==> src/rtl/seg7_scan_driver.sv <==
// seg7_scan_driver
// Time-multiplexed driver for NUM_DIGITS common-anode seven-segment digits.
// The display shows a packed hex word held in a shadow register. The shadow
// register is only refreshed at frame boundaries, so a frame never shows a
// mix of old and new digits.
//
// Ports:
//   clk         system clock
//   rst_n       asynchronous active-low reset
//   value       hex word, digit i = value[4i+3:4i], digit 0 rightmost
//   dp_in       decimal point request per digit (active-high)
//   digit_en    per-digit enable; 0 forces that digit dark
//   blank_zeros leading-zero blanking mode
//   load        single-cycle strobe capturing value/dp_in
//   an          anode selects, active-low, at most one low at a time
//   seven       segments {a,b,c,d,e,f,g}, active-low
//   dp          decimal point segment, active-low
//   scan_idx    index of the digit currently being scanned
//   frame_done  one-cycle pulse at the end of the last digit's slot
//
// Handshake: load is a strobe with no back-pressure. Every cycle with load=1
// is accepted, and the last load before a frame boundary wins. A load in
// the frame_done cycle bypasses the pending register and goes directly to
// shadow.
module seg7_scan_driver #(
   parameter int NUM_DIGITS   = 8,
   parameter int SCAN_DIV     = 100000,
   parameter int BLANK_CYCLES = 16
) (
   input  logic                          clk,
   input  logic                          rst_n,
   input  logic [4*NUM_DIGITS-1:0]       value,
   input  logic [NUM_DIGITS-1:0]         dp_in,
   input  logic [NUM_DIGITS-1:0]         digit_en,
   input  logic                          blank_zeros,
   input  logic                          load,
   output logic [NUM_DIGITS-1:0]         an,
   output logic [6:0]                    seven,
   output logic                          dp,
   output logic [$clog2(NUM_DIGITS)-1:0] scan_idx,
   output logic                          frame_done
);

   localparam int CW = (SCAN_DIV > 1) ? $clog2(SCAN_DIV) : 1;
   localparam int IW = $clog2(NUM_DIGITS);

   logic [CW-1:0]           cnt;
   logic                    wrap;
   logic                    last_digit;

   logic [4*NUM_DIGITS-1:0] pend_val;
   logic [NUM_DIGITS-1:0]   pend_dp;
   logic                    pend_valid;
   logic [4*NUM_DIGITS-1:0] shadow_val;
   logic [NUM_DIGITS-1:0]   shadow_dp;

   logic [NUM_DIGITS-1:0]   lz_dark;
   logic                    all_zero;
   logic [3:0]              nibble;
   logic                    dark;
   logic                    blank;
   logic [NUM_DIGITS-1:0]   an_next;
   logic [6:0]              seven_next;
   logic                    dp_next;

   function automatic logic [6:0] hex_decode(input logic [3:0] n);
      case (n)
         4'h0: hex_decode = 7'b0000001;
         4'h1: hex_decode = 7'b1001111;
         4'h2: hex_decode = 7'b0010010;
         4'h3: hex_decode = 7'b0000110;
         4'h4: hex_decode = 7'b1001100;
         4'h5: hex_decode = 7'b0100100;
         4'h6: hex_decode = 7'b0100000;
         4'h7: hex_decode = 7'b0001111;
         4'h8: hex_decode = 7'b0000000;
         4'h9: hex_decode = 7'b0000100;
         4'hA: hex_decode = 7'b0001000;
         4'hB: hex_decode = 7'b1100000;
         4'hC: hex_decode = 7'b0110001;
         4'hD: hex_decode = 7'b1000010;
         4'hE: hex_decode = 7'b0110000;
         default: hex_decode = 7'b0111000;
      endcase
   endfunction

   assign wrap       = (cnt == CW'(SCAN_DIV - 1));
   assign last_digit = (scan_idx == IW'(NUM_DIGITS - 1));
   assign frame_done = wrap && last_digit;

   // Slot counter and digit index.
   always_ff @(posedge clk or negedge rst_n) begin
      if (!rst_n) begin
         cnt      <= '0;
         scan_idx <= '0;
      end else if (wrap) begin
         cnt      <= '0;
         scan_idx <= last_digit ? '0 : scan_idx + 1'b1;
      end else begin
         cnt <= cnt + 1'b1;
      end
   end

   // Double buffer: pending collects loads and shadow feeds the display.
   always_ff @(posedge clk or negedge rst_n) begin
      if (!rst_n) begin
         pend_val   <= '0;
         pend_dp    <= '0;
         pend_valid <= 1'b0;
         shadow_val <= '0;
         shadow_dp  <= '0;
      end else if (frame_done) begin
         if (load) begin
            shadow_val <= value;
            shadow_dp  <= dp_in;
         end else if (pend_valid) begin
            shadow_val <= pend_val;
            shadow_dp  <= pend_dp;
         end
         pend_valid <= 1'b0;
      end else if (load) begin
         pend_val   <= value;
         pend_dp    <= dp_in;
         pend_valid <= 1'b1;
      end
   end

   // lz_dark[i] is set when every nibble from the top down to i is zero.
   // Digit 0 is never included.
   always_comb begin
      lz_dark  = '0;
      all_zero = 1'b1;
      for (int i = NUM_DIGITS - 1; i > 0; i--) begin
         all_zero   = all_zero & (shadow_val[4*i +: 4] == 4'h0);
         lz_dark[i] = all_zero;
      end
   end

   always_comb begin
      nibble     = shadow_val[4*scan_idx +: 4];
      dark       = !digit_en[scan_idx] || (blank_zeros && lz_dark[scan_idx]);
      blank      = (cnt < CW'(BLANK_CYCLES));
      an_next    = '1;
      seven_next = 7'b1111111;
      dp_next    = 1'b1;
      if (!blank) begin
         // A dark digit still gets its anode pulled low, so every slot has
         // the same duty cycle whether or not it shows anything.
         an_next[scan_idx] = 1'b0;
         if (!dark) begin
            seven_next = hex_decode(nibble);
            dp_next    = ~shadow_dp[scan_idx];
         end
      end
   end

   always_ff @(posedge clk or negedge rst_n) begin
      if (!rst_n) begin
         an    <= '1;
         seven <= 7'b1111111;
         dp    <= 1'b1;
      end else begin
         an    <= an_next;
         seven <= seven_next;
         dp    <= dp_next;
      end
   end

endmodule

==> config.mk <==
export PLATFORM = sky130hd
export DESIGN_NAME = seg7_scan_driver
export DESIGN_NICKNAME = d
export VERILOG_FILES = /design/src/rtl/seg7_scan_driver.sv
export SDC_FILE = /design/constraint.sdc
export NUM_CORES = 1
export LEC_CHECK = 0
export BUFFER_PORTS_ARGS = -buffer_cell sky130_fd_sc_hd__clkbuf_2
export CORE_ASPECT_RATIO = 1.2
export CORE_MARGIN = 4
export CORE_UTILIZATION = 35
export CTS_CLUSTER_SIZE = 10
export DETAILED_ROUTE_END_ITERATION = 12
export PLACE_DENSITY = 0.54
export SYNTH_ARGS = -nofsm -noshare
export SYNTH_HDL_FRONTEND = slang
export SYNTH_SLANG_ARGS = --single-unit
==> constraint.sdc <==
create_clock -name clk -period 3.55 [get_ports clk]
set_clock_uncertainty 0.05 [all_clocks]
set_input_delay 0.1775 -clock clk [delete_from_list [all_inputs] [get_ports clk]]
set_output_delay 0.1775 -clock clk [all_outputs]
set_load 0.01 [all_outputs]
==> results of run 1 <==
worst min-delay path, stage by stage:
cell and delay [ps]:
clkbuf_2 110, nor2_1 60, nor2_1 80
flip-flops by register name, summed over array words and instances, names as in the netlist:
name / flops
pend_val: 32
shadow_val: 32
cnt: 17
an: 8
pend_dp: 8
shadow_dp: 8
seven: 7
scan_idx: 3
dp: 1
pend_valid: 1
placed cells by master (no fill, tap or decap), types with 2 or more instances in the layout:
cell type | Yosys | layout
nand2_1 | 70 | 70
nor4_1 | 7 | 7
bufinv_16 | 0 | 5
a221o_1 | 2 | 2
mux2_2 | 44 | 44
dfrtp_1 | 101 | 101
mux2i_1 | 52 | 52
o21ai_0 | 37 | 37
or2_1 | 2 | 2
nor3_1 | 6 | 6
ha_1 | 9 | 9
nand4_1 | 2 | 2
dfstp_2 | 16 | 16
o22ai_1 | 2 | 2
o21ai_1 | 9 | 9
nor2b_1 | 4 | 4
xor2_1 | 4 | 4
a22oi_1 | 2 | 2
or4_1 | 4 | 4
o221ai_1 | 2 | 2
clkbuf_2 | 0 | 70
buf_4 | 5 | 10
and3_1 | 3 | 3
mux4_2 | 3 | 3
inv_1 | 9 | 9
nand3_1 | 9 | 9
clkbuf_1 | 13 | 3
clkbuf_16 | 0 | 17
mux4_1 | 4 | 4
and2_1 | 2 | 2
a21oi_1 | 2 | 2
xnor2_1 | 11 | 11
a21o_1 | 2 | 2
nor2_1 | 17 | 17
dlygate4sd3_1 | 0 | 41
clkbuf_8 | 1 | 3
nor4_4 | 2 | 2
worst min-delay path by stage:
stage,to,from,slack [ps]
final,pend_valid,load,20
after global routing,pend_valid,load,70
after CTS,pend_valid,load,8
after detailed placement,shadow_dp[7],rst_n,330
after global placement,shadow_dp[2],rst_n,310
after floorplan,cnt[0],rst_n,-170
through the flow:
step,hold WS (ps),utilization (%),setup WS (ps)
finish,17.6,46.0,700
global route,65.9,46.0,485
CTS,7.86,46.0,704
detailed placement,325,39.3,712
global placement,312,39.3,772
floorplan,-168,-,1010
power by group through the flow:
stage | combinational (mW) | sequential [mW] | clock [mW]
detailed placement | 0.198 | 1.43 | 0
global placement | 0.192 | 1.43 | 0
global route | 0.252 | 1.41 | 1.97
finish | 0.226 | 1.41 | 1.86
CTS | 0.234 | 1.41 | 1.91
floorplan | 0.106 | 1.43 | 0
cell type report:
class,instances,area (µm²),area share [%]
clock buffer,23,478,6.62
clock inverter,8,171,2.37
inverter,9,33.8,0.468
multi-input combinational,327,2500,34.6
sequential,117,2950,40.8
tap,208,260,3.60
timing repair buffer,121,836,11.6
cell families after synthesis:
group           share of synthesized area [%]
flops                                    52.4
simple gates                             11.6
xor+xnor                                 2.33
mux                                      21.5
buf+inv                                  3.36
fa+ha+maj                                2.00
compound gates                           6.89
layer usage:
metal,up-vias,wire (µm)
met5,-,0
met4,0,175
met3,14,419
met2,61,6080
met1,1885,5440
li1,1935,-
==> impl_metrics.toml, run 1 <==
[clock_network]
clk_pin_slew_ps = 50
post_cts_buffers = 0
cts_tree = "built"
ctsHoldBuffers = 41
cts_inserted_buffers = 17
cts_resized = 0
worstSkewPairLatency_ps = 410
root_buffer = "clkbuf_16"
clockBufferDepth = 2
cts.htree.levels = 4
clock-sinks = 117

[worst_setup_path]
endpoint = "seven[6]"
startpoint = "scan_idx[0]"
critical_path.slowest_cell = "dfrtp_1"
path_cells = "buf_4 -> mux2i_1 -> nor2_1 -> nor4_4 -> inv_1 -> ha_1 -> or3_2 -> o221ai_1 -> nand2b_1"
timing.rr.end = "seven[6]"
cp.required_ps = 3830
reg2reg_from = "scan_idx[0]"
crit_path_start_kind = "register"
critPathMaxFanout = 14
crit_family = "simple AND/OR/NAND/NOR gates"
path_depth = 9
r2r_cells = 9
cp_slowest_stage_delay_ps = 710
critPathBufInv = 2
crit_arrival_ps = 3130
cp-end-kind = "register"
r2r_slack_ps = 700
path_class = "register to register"

[routing]
drt_first_iter_violations = 137
post_drt_wl_per_cell_um = 14.9
vias_per_cell = 4.79
routed_wirelength_mm = 12.1
vias = 3895
drcViolationCount = 0
drt-pass1-iter-count = 4
antenna_left = 0

[power_and_ir_drop]
swShare_pct = 19.6
peakVddDrop_mv = 0.236
power_frac_comb_pct = 6.5
power.density_mw_per_mm2 = 484
p_clk_share_pct = 53.2
power.total_mw = 3.49
p_switching_mw = 0.684
seq_power_share_pct = 40.4
leakagePower_nw = 3.30
intPower_mw = 2.81

[sta]
fmax_ghz = 0.351
worstMarginPinSlew_ps = 938
hold_viol = 0
min_period_over_period_pct = 80.3
finalSetupTns_ps = 0
slew_headroom_pct = 37.5
fin_crit_ps = 2850
setup_viol_count_final = 0
slew_violations = 0
rsz0062_at_grt = "false"

[final_layout]
fill_cells = 1447
final_cells = 813
antenna_cells = 0
design_area_mm2 = 0.00722
fin_nets = 654
synthToLayoutAreaGrowth_pct = 28.3
drive_gt1_share_pct = 30.1

[yosys]
yosysSeqAreaShare_pct = 52.4
synth_edf_count = 0
ys_seq_elements = 117
syn_area_per_cell_um2 = 11.8
async_flop_share_pct = 100
synth_top_cell_area_share_pct = 44.9
ys_types = 48
yosysTopAreaCell = "dfrtp_1"
synth_area_leaders = "dfrtp_1 45%, mux2i_1 9.2%, mux2_2 8.8%"
syn-num-nets = 539
synth.most_common_cell = "dfrtp_1"
yosysWarningCount = 0
synthFlopType = "dfrtp_1"
synth_commonest_cells = "101 x dfrtp_1, 70 x nand2_1, 52 x mux2i_1, 44 x mux2_2, 37 x o21ai_0"
netlist_area_mm2 = 0.00563
syn_inst = 478

[global_routing]
grt_util_met3_pct = 3.58
use_met2_pct = 23.4
busiest_layer = "met2"
grt_pass1_vias = 4091
antenna_found_initial = 0
gr-usage-met1_pct = 18.5
grt_max_degree = 77
gr-usage-all-layers_pct = 14.4
grt_overflow_total = 0
grt_first_pass_wirelength_mm = 20.5

[floorplanning]
core_mm2 = 0.0157
die_h_um = 147
ioPinCount = 72
rows = 50
die_x_um = 124
die_area_mm2 = 0.0182
start_util_pct = 35.9

[place]
place_hpwl_mm = 8.87
dpl_cell_area_mm2 = 0.00616
place_congestion = 0.896
placed_cells = 741
io_buffers = 71

[outcome]
outcome = "finished, final reports clean"

[worst_hold_path]
hp-class = "input port to register"
hold_depth = 3

[flow_run]
max-cap-violations = 0
Power figures use the tool's default switching activity.
==> run 2, diff against run 1 <==
--- a/config.mk
+++ b/config.mk
@@ -11,7 +11,7 @@
 export CORE_UTILIZATION = 35
 export CTS_CLUSTER_SIZE = 10
 export DETAILED_ROUTE_END_ITERATION = 12
-export PLACE_DENSITY = 0.54
+export PLACE_DENSITY = 0.56
 export SYNTH_ARGS = -nofsm -noshare
 export SYNTH_HDL_FRONTEND = slang
 export SYNTH_SLANG_ARGS = --single-unit
==> constraint.sdc (replaced) <==
create_clock -name clk -period 2.4 [get_ports clk]
set_clock_uncertainty 0.05 [all_clocks]
set_input_delay 0.12 -clock clk [delete_from_list [all_inputs] [get_ports clk]]
set_output_delay 0.12 -clock clk [all_outputs]
set_load 0.01 [all_outputs]
==> run 2 against run 1 <==
  * Count of clock-buffer cells in the layout shrank 1
  * Core utilization rose by 1.3 points
  * Via count rose by 3.7%
  * Sequential share of layout area shrank 1.1 points
  * Highest routed layer unchanged
  * Fmax is 22% higher
  * Cell count is 1.7% higher
==> impl_metrics.toml, run 2 (same netlist as run 1, synthesis figures left out) <==
[clock_network]
cts_inserted_buffers = 17
clock-sinks = 117
clockBufferDepth = 2
clk_pin_slew_ps = 50
worstSkewPairLatency_ps = 400
cts.htree.levels = 4
root_buffer = "clkbuf_16"
cts_tree = "built"

[worst_setup_path]
r2r_slack_ps = 60
cp_slowest_stage_delay_ps = 440
crit_arrival_ps = 2570
crit_path_start_kind = "register"
reg2reg_from = "scan_idx[0]"
cp-end-kind = "register"
critPathBufInv = 3
crit_family = "buffers and inverters"
critical_path.slowest_cell = "dfrtp_2"
startpoint = "scan_idx[0]"
critPathMaxFanout = 18
path_cells = "buf_4 -> buf_4 -> ha_1 -> ha_1 -> and3_1 -> nand2b_2 -> clkbuf_16 -> mux2_2"
path_class = "register to register"
cp.required_ps = 2640

[sta]
worstMarginPinSlew_ps = 490
slew_violations = 0
rsz0062_at_grt = "true"
min_period_over_period_pct = 97.4
fmax_ghz = 0.428
fin_crit_ps = 2340
hold_ws_ps = 75.3
hold_viol = 0
finalSetupTns_ps = 0
slew_headroom_pct = 66.7
setup_viol_count_final = 0

[routing]
vias = 4041
drt_first_iter_violations = 140
antenna_left = 0
post_drt_wl_per_cell_um = 15.5
vias_per_cell = 4.89
routed_wirelength_mm = 12.8
drcViolationCount = 0
drt-pass1-iter-count = 5

[place]
io_buffers = 71
place_hpwl_mm = 9.03
place_congestion = 0.877
placed_cells = 749

[floorplanning]
die_x_um = 124
core_mm2 = 0.0157
die_area_mm2 = 0.0182
ioPinCount = 72
die_h_um = 147
start_util_pct = 35.9
rows = 50

[global_routing]
grt_first_pass_wirelength_mm = 20.5
grt_overflow_total = 0
busiest_layer = "met2"
gr-usage-met1_pct = 18.2
gr-usage-all-layers_pct = 14.4
grt_util_met3_pct = 3.35
antenna_found_initial = 0
grt_max_degree = 81
grt_pass1_vias = 4086
use_met2_pct = 23.8

[outcome]
outcome = "finished, final reports clean"

[power_and_ir_drop]
peakVddDrop_mv = 0.424
leakagePower_nw = 3.37
power.density_mw_per_mm2 = 697

[worst_hold_path]
min-delay-start = "load"
hp-class = "input port to register"

[final_layout]
final_cells = 827
fin_nets = 668
synthToLayoutAreaGrowth_pct = 31.8
antenna_cells = 0
final_cell_mix = "99 x dfrtp_1, 70 x nand2_1, 70 x clkbuf_2"
top_regs = "pend_val: 32 flops, shadow_val: 32 flops, cnt: 17 flops"
drive_gt1_share_pct = 33.4
layout_commonest_cell = "dfrtp_1"

[flow_run]
max-cap-violations = 0
==> run 2: cell count changes in the layout (fill, tap and decap cells not counted), sizes merged <==
cell,change
buf,+13
clkinvlp,+1
==> run 2: area by class of cell <==
| class | count | area [µm²] |
|---|---|---|
| repair buffers | 135 | 1010 |
| clock buffers | 22 | 464 |
| multi-input cells | 327 | 2530 |
| fillers | 1426 | 8280 |
| flip-flops and latches | 117 | 2950 |
| clock inverters | 9 | 175 |
| inverters | 9 | 33.8 |
| well taps | 208 | 260 |
==> run 2: per-stage QoR <==
step | setup WS, ps | total power, mW | util (%) | instance area [µm²]
final | 63.4 | 5.17 | 47.3 | 7420
after global routing | -22.0 | 5.36 | 47.3 | 7420
after CTS | 65.6 | 5.24 | 46.9 | 7360
after detailed placement | -79.3 | 2.42 | 40.2 | 6310
after global placement | 1.44 | 2.41 | 40.2 | 6310
after floorplan | 100 | 2.27 | - | 5670
==> run 2: power breakdown <==
group / internal (mW) / switching, mW / leakage [nW]
Clock: 1.89 / 0.853 / 0.306
Sequential: 2.05 / 0.0317 / 1.47
Combinational: 0.195 / 0.155 / 1.60
==> run 2: layer usage <==
layer	up-vias	routed length (µm)	share of wire, %
li1	1963	-	-
met1	1974	5650	44
met2	80	6460	50
met3	24	432	3.4
met4	0	285	2.2
met5	-	0	0
==> run 2: worst reg2reg max path: cells and delay by family, from the launching register on <==
| family | cells | cell delay (ps) |
|---|---|---|
| adders and majority gates | 2 | 430 |
| buffers and inverters | 3 | 580 |
| muxes | 1 | 280 |
| and+or+nand+nor | 2 | 440 |
| DFF | 1 | 440 |
==> run 2: repair_timing <==
| action | 4_1_cts | 5_1_grt |
|---|---|---|
| pin swaps | 0 | 2 |
| hold endpoints to repair | 166 | 0 |
| hold buffers | 41 | 0 |
| buffers inserted | 0 | 6 |
| resized for setup | 1 | 5 |
| cloned | 0 | 1 |
| setup endpoints to repair | 6 | 34 |
==> run 2: worst paths after layout <==
kind                                      end  cells after the start
worst max-delay path             pend_val[14]                      8
worst min-delay path               pend_valid                      3
worst max register to register   pend_val[14]                      8
worst min register to register  shadow_val[3]                      2
max in group asynchronous            seven[6]                      3
min in group asynchronous          pend_dp[6]                      2
==> run 3, diff against run 2 <==
--- a/config.mk
+++ b/config.mk
@@ -11,7 +11,7 @@
 export CORE_UTILIZATION = 35
 export CTS_CLUSTER_SIZE = 10
 export DETAILED_ROUTE_END_ITERATION = 12
-export PLACE_DENSITY = 0.56
+export PLACE_DENSITY = 0.6
 export SYNTH_ARGS = -nofsm -noshare
 export SYNTH_HDL_FRONTEND = slang
 export SYNTH_SLANG_ARGS = --single-unit
==> constraint.sdc (replaced) <==
create_clock -name clk -period 2.9 [get_ports clk]
set_clock_uncertainty 0.05 [all_clocks]
set_input_delay 0.145 -clock clk [delete_from_list [all_inputs] [get_ports clk]]
set_output_delay 0.145 -clock clk [all_outputs]
set_load 0.01 [all_outputs]
==> run 3 against run 2 <==
  * Via count is 3.5% lower
  * Worst setup slack improved by 250 ps
  * Global-route usage hardly changed
  * Critical path depth is 1 higher
  * Sequential cell count is the same
  * Sequential power decreased by 17%
  * Critical path type unchanged
  * Critical endpoint is now seven[6]
  * Largest power group unchanged
==> impl_metrics.toml, run 3 (same netlist as run 1, synthesis figures left out) <==
[outcome]
outcome = "finished, final reports clean"

[place]
place_hpwl_mm = 8.98
place_congestion = 0.876
pre_cts_slack_ps = 215
placed_cells = 741
dpl_cell_area_mm2 = 0.00620
io_buffers = 71

[final_layout]
final_cell_mix = "100 x dfrtp_1, 70 x nand2_1, 70 x clkbuf_2"
synthToLayoutAreaGrowth_pct = 27.3
fin_nets = 655
design_area_mm2 = 0.00717
layout_commonest_cell = "dfrtp_1"
top_regs = "pend_val: 32 flops, shadow_val: 32 flops, cnt: 17 flops"
antenna_cells = 0
fin_util_pct = 45.6
drive_gt1_share_pct = 30.5
final_cells = 815

[worst_setup_path]
crit_arrival_ps = 2860
path_class = "register to register"
crit_path_start_kind = "register"
cp_slowest_stage_delay_ps = 470
r2r_slack_ps = 310
cp.required_ps = 3180
path_cells = "buf_4 -> mux2i_1 -> nor2_1 -> nor4_4 -> inv_1 -> ha_1 -> or3_2 -> o221ai_1 -> nand2b_1"
critPathMaxFanout = 9
cp-end-kind = "register"
critical_path.slowest_cell = "or3_2"

[global_routing]
grt_pass1_vias = 4025
gr-usage-all-layers_pct = 14.4
grt_max_degree = 81
grt_first_pass_wirelength_mm = 20.4
antenna_found_initial = 0
grt_overflow_total = 0

[sta]
setup_viol_count_final = 0
worstMarginPinSlew_ps = 672
rsz0062_at_grt = "false"
slew_violations = 0
slew_headroom_pct = 55.2
hold_viol = 0
finalSetupTns_ps = 0
fin_crit_ps = 2590
fmax_ghz = 0.387
min_period_over_period_pct = 89.2
setup_ws_ps = 314

[power_and_ir_drop]
power_frac_comb_pct = 7.2
peakVddDrop_mv = 0.313
swShare_pct = 22.7
seq_power_share_pct = 44.1
leakagePower_nw = 3.25
power.density_mw_per_mm2 = 546
p_switching_mw = 0.890
intPower_mw = 3.02
p_clk_share_pct = 48.7

[clock_network]
cts_inserted_buffers = 17
post_cts_buffers = 0
clk_pin_slew_ps = 50
clockBufferDepth = 2
cts.htree.levels = 4
cts_tree = "built"
clock-sinks = 117
root_buffer = "clkbuf_16"
worstSkewPairLatency_ps = 400

[flow_run]
max-cap-violations = 0

[routing]
routed_wirelength_mm = 12.2
drcViolationCount = 0
drt_first_iter_violations = 175
vias_per_cell = 4.79
drt-pass1-iter-count = 4
vias = 3900
post_drt_wl_per_cell_um = 14.9
antenna_left = 0

[floorplanning]
die_h_um = 147
die_area_mm2 = 0.0182
start_util_pct = 35.9
ioPinCount = 72
die_x_um = 124
rows = 50
core_mm2 = 0.0157

[worst_hold_path]
hp-class = "input port to async pin"
run 3: cell count changes in the layout (fill, tap and decap cells not counted), sizes merged:
cell	delta
buf	-13
clkinvlp	+5
bufinv	-4
clkbuf	-4
clkinv	+3
dlygate4sd3	+1
run 3: power groups by stage:
stage | sequential, mW | clock [mW] | combinational (mW)
after CTS | 1.72 | 1.95 | 0.291
after detailed placement | 1.75 | 0 | 0.246
after global placement | 1.75 | 0 | 0.239
final | 1.72 | 1.91 | 0.282
after global routing | 1.73 | 2.03 | 0.315
after floorplan | 1.75 | 0 | 0.130
run 3: final cells by class:
cell class	count	area (µm²)
clock buffer	19	433
fill	1424	8540
inverter	9	33.8
multi-input combinational	327	2500
tap	208	260
clock inverter	13	111
timing repair buffer	122	883
sequential	117	2950
run 3: critical path, delay by kind of cell (launching register included):
family,cells,cell delay [ps]
buffers and inverters,2,380
and+or+nand+nor,4,1070
AOI/OAI and AO/OA,1,80
adders and majority gates,1,270
DFF,1,460
muxes,1,190
run 3: final timing paths:
path / start / cells after the start / to
worst min register to register: shadow_val[2] / 2 / shadow_val[2]
worst max-delay path: scan_idx[0] / 9 / seven[6]
min in group clk: blank_zeros / 4 / seven[3]
max in group asynchronous: rst_n / 3 / shadow_val[27]
worst max register to register: scan_idx[0] / 9 / seven[6]
worst min-delay path: rst_n / 2 / pend_val[17]
run 3: what timing repair did:
item                                   CTS  global route
resized for setup                        0             1
hold buffers                            42             0
setup endpoints to repair                0             1
endpoints found under the hold margin   90             0
run 3: stage by stage:
stage	hold slack, ps	power, mW
2_1_floorplan	-201	1.88
3_3_place_gp	142	1.99
3_5_place_dp	158	2.00
4_1_cts	275	3.96
5_1_grt	312	4.08
6_report	244	3.91
run 3: per-layer routing:
| layer | vias to the layer above | wire (µm) | GRT usage (%) |
|---|---|---|---|
| met1 | 1876 | 5660 | 19.8 |
| met2 | 78 | 5800 | 22.3 |
| li1 | 1935 | - | - |
| met4 | 0 | 157 | 5.21 |
| met5 | - | 0 | 0 |
| met3 | 11 | 545 | 3.23 |
